--- config.mk ---
export PLATFORM = sky130hd
export DESIGN_NAME = msg_play_ctrl
export DESIGN_NICKNAME = d
export VERILOG_FILES = /design/src/rtl/msg_play_pkg.sv /design/src/rtl/font_col_rom.sv /design/src/rtl/msg_play_ctrl.sv
export SDC_FILE = /design/constraint.sdc
export NUM_CORES = 1
export LEC_CHECK = 0
export BUFFER_PORTS_ARGS = -buffer_cell sky130_fd_sc_hd__buf_2
export CORE_ASPECT_RATIO = 0.6
export CORE_MARGIN = 2
export CORE_UTILIZATION = 55
export DETAILED_ROUTE_END_ITERATION = 16
export PLACE_DENSITY = 0.73
export RECOVER_POWER = 50
export SLEW_MARGIN = 0
export SYNTH_ARGS = -nofsm -noshare
export SYNTH_HDL_FRONTEND = slang
export SYNTH_SLANG_ARGS = --single-unit
--- constraint.sdc ---
create_clock -name clk -period 8.5 [get_ports clk]
set_clock_uncertainty 0.2 [all_clocks]
set_input_delay 1.7 -clock clk [delete_from_list [all_inputs] [get_ports clk]]
set_output_delay 1.7 -clock clk [all_outputs]
set_load 0.02 [all_outputs]
--- src/rtl/msg_play_pkg.sv ---
// Shared types and helpers for the secret-message playback controller.
package msg_play_pkg;

  typedef enum logic [1:0] {
    StIdle    = 2'd0,
    StLoading = 2'd1,
    StLoaded  = 2'd2,
    StPlaying = 2'd3
  } state_e;

  localparam int unsigned GLYPH_BIT      = 6;
  localparam int unsigned COLS_PER_GLYPH = 8;

  // Raw characters occupy the middle six rows of a single column.
  function automatic logic [7:0] RAW_COL(input logic [6:0] c);
    return {1'b0, c[5:0], 1'b0};
  endfunction

endpackage

--- src/rtl/font_col_rom.sv ---
// Combinational glyph font: 6-bit glyph code plus column index to one 8-bit display column.
module font_col_rom (
  input  logic [5:0] char_code,
  input  logic [2:0] col,
  output logic [7:0] col_data
);

  logic [63:0] glyph;

  // Column 0 sits in the least significant byte.
  always_comb begin
    glyph = '0;
    unique case (char_code)
      6'd1:    glyph = 64'h003E_4549_5161_3E00; // '0'
      6'd2:    glyph = 64'h0000_0040_7F42_0000; // '1'
      6'd3:    glyph = 64'h0000_4649_4951_6200; // '2'
      6'd4:    glyph = 64'h0000_7C12_1112_7C00; // 'A'
      default: glyph = '0;
    endcase
  end

  assign col_data = glyph[{col, 3'b000} +: 8];

endmodule

--- src/rtl/msg_play_ctrl.sv ---
// Message load/playback sequencer for the column display.
// Define MSG_LOOP_EN to make playback repeat until play_stop or rst.
module msg_play_ctrl
  import msg_play_pkg::*;
#(
  parameter int unsigned WORD_COUNT = 16,
  parameter int unsigned DIV_W      = 8
) (
  input  logic                        clk,
  input  logic                        rst,
  input  logic                        load_valid,
  output logic                        load_ready,
  input  logic [6:0]                  load_char,
  input  logic                        load_last,
  input  logic                        play_start,
  input  logic                        play_stop,
  input  logic [DIV_W-1:0]            col_div,
  output logic                        col_valid,
  output logic [7:0]                  col_data,
  output logic                        play_done,
  output logic [$clog2(WORD_COUNT):0] msg_len,
  output logic [1:0]                  state_o
);

  localparam int unsigned IdxW = $clog2(WORD_COUNT);
  localparam int unsigned PtrW = IdxW + 1;

  state_e            state_q, state_d;
  logic [6:0]        mem_q [WORD_COUNT];
  logic [PtrW-1:0]   wr_ptr_q, wr_ptr_d, len_q, len_d;
  logic [IdxW-1:0]   char_idx_q, char_idx_d;
  logic [2:0]        col_idx_q, col_idx_d;
  logic [DIV_W-1:0]  div_q, div_d, presc_q, presc_d;
  logic              col_valid_q, col_valid_d, done_q, done_d;
  logic [7:0]        col_data_q, col_data_d;

  logic              load_fire, new_msg, first_last, fill_last;
  logic              start_ok, tick, is_glyph, char_end, msg_end;
  logic [IdxW-1:0]   wr_addr;
  logic [6:0]        cur_char;
  logic [7:0]        rom_col;

  assign load_fire  = load_valid & load_ready;
  assign new_msg    = (state_q == StIdle) || (state_q == StLoaded);
  assign first_last = load_last || (WORD_COUNT == 1);
  assign fill_last  = load_last || (wr_ptr_q == PtrW'(WORD_COUNT - 1));
  assign wr_addr    = new_msg ? '0 : wr_ptr_q[IdxW-1:0];

  // A concurrent load takes precedence so an accepted handshake is never dropped.
  assign start_ok = (state_q == StLoaded) && play_start && !play_stop && (len_q != '0)
                    && !load_fire;
  assign tick     = (state_q == StPlaying) && !play_stop && (presc_q == '0);

  assign cur_char = mem_q[char_idx_q];
  assign is_glyph = cur_char[GLYPH_BIT];
  assign char_end = !is_glyph || (col_idx_q == 3'(COLS_PER_GLYPH - 1));
  assign msg_end  = char_end && ({1'b0, char_idx_q} == len_q - PtrW'(1));

  font_col_rom u_font (
    .char_code (cur_char[5:0]),
    .col       (col_idx_q),
    .col_data  (rom_col)
  );

  always_ff @(posedge clk) begin
    if (rst) state_q <= StIdle;
    else     state_q <= state_d;
  end

  always_comb begin
    state_d = state_q;
    unique case (state_q)
      StIdle: begin
        if (load_fire) state_d = first_last ? StLoaded : StLoading;
      end
      StLoading: begin
        if (load_fire && fill_last) state_d = StLoaded;
      end
      StLoaded: begin
        if (load_fire)     state_d = first_last ? StLoaded : StLoading;
        else if (start_ok) state_d = StPlaying;
      end
      StPlaying: begin
        if (play_stop) begin
          state_d = StLoaded;
        end else if (tick && msg_end) begin
`ifdef MSG_LOOP_EN
          state_d = StPlaying;
`else
          state_d = StLoaded;
`endif
        end
      end
      default: state_d = StIdle;
    endcase
  end

  always_comb begin
    load_ready  = (state_q != StPlaying);
    col_valid_d = tick;
    done_d      = tick && msg_end;
    col_data_d  = col_data_q;
    if (tick) col_data_d = is_glyph ? rom_col : RAW_COL(cur_char);
  end

  always_comb begin
    wr_ptr_d   = wr_ptr_q;
    len_d      = len_q;
    div_d      = div_q;
    presc_d    = presc_q;
    char_idx_d = char_idx_q;
    col_idx_d  = col_idx_q;
    if (load_fire) begin
      if (new_msg) begin
        wr_ptr_d = PtrW'(1);
        len_d    = PtrW'(1);
      end else begin
        wr_ptr_d = wr_ptr_q + PtrW'(1);
        len_d    = len_q + PtrW'(1);
      end
    end
    if (start_ok) begin
      div_d      = col_div;
      presc_d    = '0;
      char_idx_d = '0;
      col_idx_d  = '0;
    end else if (tick) begin
      presc_d = div_q;
      if (char_end) begin
        col_idx_d  = '0;
        char_idx_d = msg_end ? '0 : char_idx_q + IdxW'(1);
      end else begin
        col_idx_d = col_idx_q + 3'd1;
      end
    end else if ((state_q == StPlaying) && !play_stop) begin
      presc_d = presc_q - DIV_W'(1);
    end
  end

  always_ff @(posedge clk) begin
    if (rst) begin
      wr_ptr_q    <= '0;
      len_q       <= '0;
      div_q       <= '0;
      presc_q     <= '0;
      char_idx_q  <= '0;
      col_idx_q   <= '0;
      col_valid_q <= 1'b0;
      col_data_q  <= '0;
      done_q      <= 1'b0;
    end else begin
      wr_ptr_q    <= wr_ptr_d;
      len_q       <= len_d;
      div_q       <= div_d;
      presc_q     <= presc_d;
      char_idx_q  <= char_idx_d;
      col_idx_q   <= col_idx_d;
      col_valid_q <= col_valid_d;
      col_data_q  <= col_data_d;
      done_q      <= done_d;
    end
  end

  // Character storage is deliberately left out of reset.
  always_ff @(posedge clk) begin
    if (load_fire) mem_q[wr_addr] <= load_char;
  end

  assign col_valid = col_valid_q;
  assign col_data  = col_data_q;
  assign play_done = done_q;
  assign msg_len   = len_q;
  assign state_o   = state_q;

endmodule

## Word level (Yosys, flattened, before mapping)

Memories as Yosys holds them, arrays and structs flattened. A register that Yosys moved wholly into a read port is not among the register bits.
Index checks and enable logic that the tools add are counted.

| operators by class | value |
|---|---|
| shift operators | 1 |
| add/subtract/negate cells | 6 |
| eq/ne operators | 15 |
| bitwise gates (word level) | 1 |
| multiplexer cells | 21 |
| reduce and logical (&&, ||, !) cells | 22 |

Operators by type and width:

| operator | number |
|---|---|
| $pmux 54 s4 | 1 |
| $shiftx 64x7->8 | 1 |
| $mux 8 | 3 |
| $mux 4 | 4 |
| $mux 2 | 7 |
| $eq 6x2->1 const B | 2 |
| $add 5x1->5 const B | 2 |
| $mux 5 | 2 |
| $logic_and 1x1->1 | 9 |
| $logic_not 8->1 | 1 |
| $pmux 2 s4 | 1 |
| $sub 8x1->8 const B | 1 |
| $eq 6x1->1 const B | 1 |
| $eq 6x3->1 const B | 1 |
| $ne 2x2->1 const B | 3 |
| $ne 3x3->1 const B | 2 |
| $eq 4x5->1 | 1 |
| $eq 5x4->1 const B | 1 |
| $reduce_bool 5->1 | 1 |
| $sub 5x1->5 const B | 1 |
| $add 4x1->4 const B | 1 |
| $eq 2x2->1 const B | 2 |
| $reduce_and 4->1 | 1 |
| $add 3x1->3 const B | 1 |
| other kinds (11) | 16 |

| word-level totals | value |
|---|---|
| input bits | 21 |
| memories | 1 |
| RAM bits | 112 |
| word-level logic and storage cells | 77 |
| register bits | 45 |
| output and inout port bits | 18 |

Memory list:

| name | words | bits a word | read ports | clocked after Yosys merged registers in | wr ports | RTL line | RTL |
|---|---|---|---|---|---|---|---|
| mem_q | 16 | 7 | 1 | 1 | 1 | msg_play_ctrl.sv:29 | `logic [6:0] mem_q [WORD_COUNT];` |

## Logic depth before layout (Yosys ltp)

| logic depth | value |
|---|---|
| word-level depth | 8 |
| mapped depth | 12 |
| gate-level depth less buffers | 9 |

## By module

Synthesis repeated with hierarchy kept, for this count alone.

| second synthesis, totals | value |
|---|---|
| cell total of the unflattened synthesis | 524 |
| area, all modules | 7,133.1 um^2 |

Modules (own cells, without submodules):

| module | cells each | instances | seq. area each (um^2) | area each (um^2) |
|---|---|---|---|---|
| msg_play_ctrl | 452 | 1 | 4,344.2 | 6,636.4 |
| font_col_rom | 72 | 1 | 0.0 | 496.7 |

## Worst setup path after synthesis

No wires, ideal clock.

| timing path | value |
|---|---|
| kind | input to register |
| from | in play_stop |
| to | reg state_q[0], in the netlist state_o[0] |
| path buffers | 2 |
| arrival time | 3,640 ps |
| stages on the path | 9 |
| setup slack | 4,588 ps |
| setup time | 72 ps |
| data required time | 8,228 ps |
| cells stage by stage | nand3b_2 -> or3_1 -> buf_2 -> or3_1 -> buf_2 -> a21oi_4 -> nand2_2 -> a221oi_2 -> mux2i_1 |

| between the ends | value |
|---|---|
| cells in the longest elaborated chain, start to end | 6 |
| elaborated cells between the ends (all ways) | 12 |
| classes of those cells | eq/ne (2); mux (2); reduce/logical (8) |

RTL lines:

| item | RTL line | RTL |
|---|---|---|
| start, declared | msg_play_ctrl.sv:16 | `input logic play_stop,` |
| $logic_not 1->1 | msg_play_ctrl.sv:50, msg_play_ctrl.sv:52 |  |
| $logic_and 1x1->1 (on tied branches) (2 in series) | msg_play_ctrl.sv:50, msg_play_ctrl.sv:52 |  |
| $logic_and 1x1->1 (on tied branches) | msg_play_ctrl.sv:51, msg_play_ctrl.sv:86 |  |
| $ne 3x3->1 (no source line) | n/a |  |
| $reduce_and 4->1 (no source line) | n/a |  |
| end signal, assigned | msg_play_ctrl.sv:66 | `if (rst) state_q <= StIdle;` |
| end signal, assigned | msg_play_ctrl.sv:67 | `else state_q <= state_d;` |
| end, declared | msg_play_ctrl.sv:28 | `state_e state_q, state_d;` |

Parallel ways exist; a longest one is shown, timed or not.
A chain may end at the register's enable or synchronous reset.

## Worst setup path after layout

Ends and elaborated chain as after synthesis.

==> flow_summary.ini <==
[worst_setup_path]
path_cells = clkbuf_1 -> nand3b_2 -> or3_1 -> or3_1 -> a21oi_4 -> nand2_2 -> a221oi_2 -> mux2i_1
required_ns = 8.64
cp_data_arrival_time_ns = 4.12
crit_slowest_cell = or3_1
crit_top_cell = or3_1
critPathLaunchType = primary input
cp-end-kind = flop
path_class = primary input to flop
slowest_delay_ns = 0.63
crit_fanout = 14

[sta]
fin_crit_ns = 3.97
finalHoldViolations = 0
worst_pin_slew_ns = 1.35
fmax_mhz = 252
fin_setup_tns_ns = 0
max_slew_margin_pct = 9.39
period_share_pct = 46.8
rsz0062_at_grt = false
slew_violations = 0
setup_viol = 0

[global_routing]
overflow = 0
gr-usage-all-layers_pct = 24.5
antenna_found_initial = 0
grt_first_pass_wirelength_mm = 25.3
grt_pass1_vias = 4481
grt_max_degree = 30

[pwr]
power_mw = 1.65
pwr_density_cell_nw_per_um2 = 206
leakage_nw = 2.60
peakVddDrop_mv = 0.137

[clock_network]
cts_tree = built
clock-root-buffer = clkbuf_16
clkLatencyLatePin_ns = 0.41
clkSinkCount = 160
postCtsHoldBufs = 0
ctsLongestPathBuffers = 2
cts-resized-gates = 0
clk_pin_slew_ns = 0.06
post_cts_buffers = 0
numCtsBuffers = 17
htree_num_levels = 4

[synthesis]
synth_flop_cell = edfxtp_1
synth_commonest_cells = 112 x edfxtp_1, 59 x nor2_1, 48 x dfxtp_1
synth-edff-count = 112
ys.warnings.count = 0
async_flop_share_pct = 0
yosysUniqueCellTypes = 67
synth_area_per_cell_um2 = 13.1
yosys.area.top_type = edfxtp_1
syn_nets = 577
netlist_instances = 548
synth_top_cell_area_share_pct = 46.9
synth_seq_cells = 160
synth.most_common_cell = edfxtp_1
synth_area_um2 = 7170
synth.area.top_cells = edfxtp_1 47%, dfxtp_1 13%, mux4_2 8.5%
yosysSeqAreaShare_pct = 60.3

[routing]
via_count = 4699
wl_per_cell_um = 20.7
drt-initial-drc-count = 510
drt_wl_total_mm = 15.8
via_per_inst = 6.15
drc = 0
drtAntennaViolNets = 0
dr.pass1.iters = 6

[final_layout]
diodes = 0
syn2layout_area_growth_pct = 11.6
nNetsFinal = 610
final_layout_size_suffix_gt1_share_pct = 16.7

[floorplan]
coreArea_um2 = 12800
dieArea_um2 = 14000
die_w_um = 151
start_util_pct = 56.1
die_h_um = 92.4
num_rows = 32
ios = 39

[outcome]
outcome = complete, no violations

[worst_hold_path]
hp-class = flop to flop

[place]
port_buffers = 37
place_congestion = 0.852
hpwl_mm = 10.7

[flow_run]
maxCapViolations = 0
flip-flops by register name, indices dropped and copies added, names as in the netlist, named ones only:
signal,cells
presc_q,8
wr_ptr_q,5
col_data,7
msg_len,5
col_idx_q,3
col_valid,1
play_done,1
state_o,2
char_idx_q,4
div_q,8
mem_q,112
report_power, final:
group	leakage, nW	switching, mW	internal [mW]
clock	0.276	0.303	0.433
sequential	1.40	0.00716	0.838
combinational	0.923	0.0423	0.0211
total	2.60	0.353	1.29
cells by family after synthesis:
| group | after synthesis | synth area share [%] |
|---|---|---|
| buffers and inverters | 44 | 3.02 |
| xor gates and xnor gates | 13 | 1.59 |
| DFF | 160 | 60.3 |
| AOI/OAI and AO/OA | 89 | 8.92 |
| and+or+nand+nor | 182 | 12.6 |
| adders and majority gates | 8 | 1.40 |
| muxes | 51 | 12.1 |
| other | 1 | 0.0523 |
worst paths after layout:
check                                   end   startpoint  slack (ns)  cells past startpoint
worst max register to register   state_o[0]   state_o[0]        5.18                      7
worst min register to register  wr_ptr_q[4]  wr_ptr_q[4]        0.26                      2
worst min-delay path            wr_ptr_q[4]  wr_ptr_q[4]        0.26                      2
worst max-delay path             state_o[0]    play_stop        4.53                      8
critical path: cells and delay by family:
family / cells / cell delay, ns
AND/OR/NAND/NOR: 4 / 1.51
AO/OA/AOI/OAI: 2 / 0.60
buffers and inverters: 1 / 0.10
multiplexers: 1 / 0.20
layout by cell type (no fill, tap or decap), types with 4 or more instances in the layout:
master / instances
a211o_1: 4
a21oi_1: 17
a22oi_1: 11
a31oi_1: 4
and2_1: 4
and3_1: 4
buf_2: 18
buf_4: 6
clkbuf_1: 23
clkbuf_16: 17
clkinv_1: 4
dfxtp_1: 48
edfxtp_1: 112
ha_1: 8
inv_1: 12
mux2i_1: 20
mux4_2: 27
nand2_1: 39
nand2b_1: 7
nand3_1: 11
nand3b_1: 5
nand4_1: 4
nor2_1: 59
nor2b_1: 8
nor3_1: 19
nor3_2: 4
nor3b_1: 4
o21a_1: 4
o21ai_0: 19
xnor2_1: 7
xor2_1: 6
cell type report:
| type | count | area [um^2] |
|---|---|---|
| timing repair buffer | 45 | 214 |
| sequential | 160 | 4320 |
| clock inverter | 13 | 136 |
| fill | 983 | 4770 |
| inverter | 13 | 48.8 |
| tap | 170 | 213 |
| clock buffer | 19 | 433 |
| multi-input combinational | 344 | 2630 |
stage by stage:
stage / utilization, % / cells / setup slack [ns] / instance area [um^2] / hold WS, ns
finish: 62.6 / 764 / 4.53 / 8000 / 0.262
global route: 62.6 / 764 / 4.37 / 8000 / 0.317
CTS: 62.9 / 764 / 4.54 / 8030 / 0.261
detailed placement: 58.4 / 732 / 4.11 / 7460 / 0.252
global placement: 58.4 / 732 / 4.22 / 7460 / 0.240
floorplan: - / 548 / 4.59 / 7170 / 0.232
metal layers:
metal / GRT usage [%] / share of wire [%] / routed length (um) / vias to the layer above
met1: 39.0 / 47 / 7450 / 2337
met3: 6.65 / 8.6 / 1360 / 6
met2: 34.4 / 44 / 6980 / 218
met4: 3.50 / 0.36 / 57 / 0
li1: - / - / - / 2138
met5: 0 / 0 / 0 / -
Note: power is estimated with default switching activity, not from simulation.
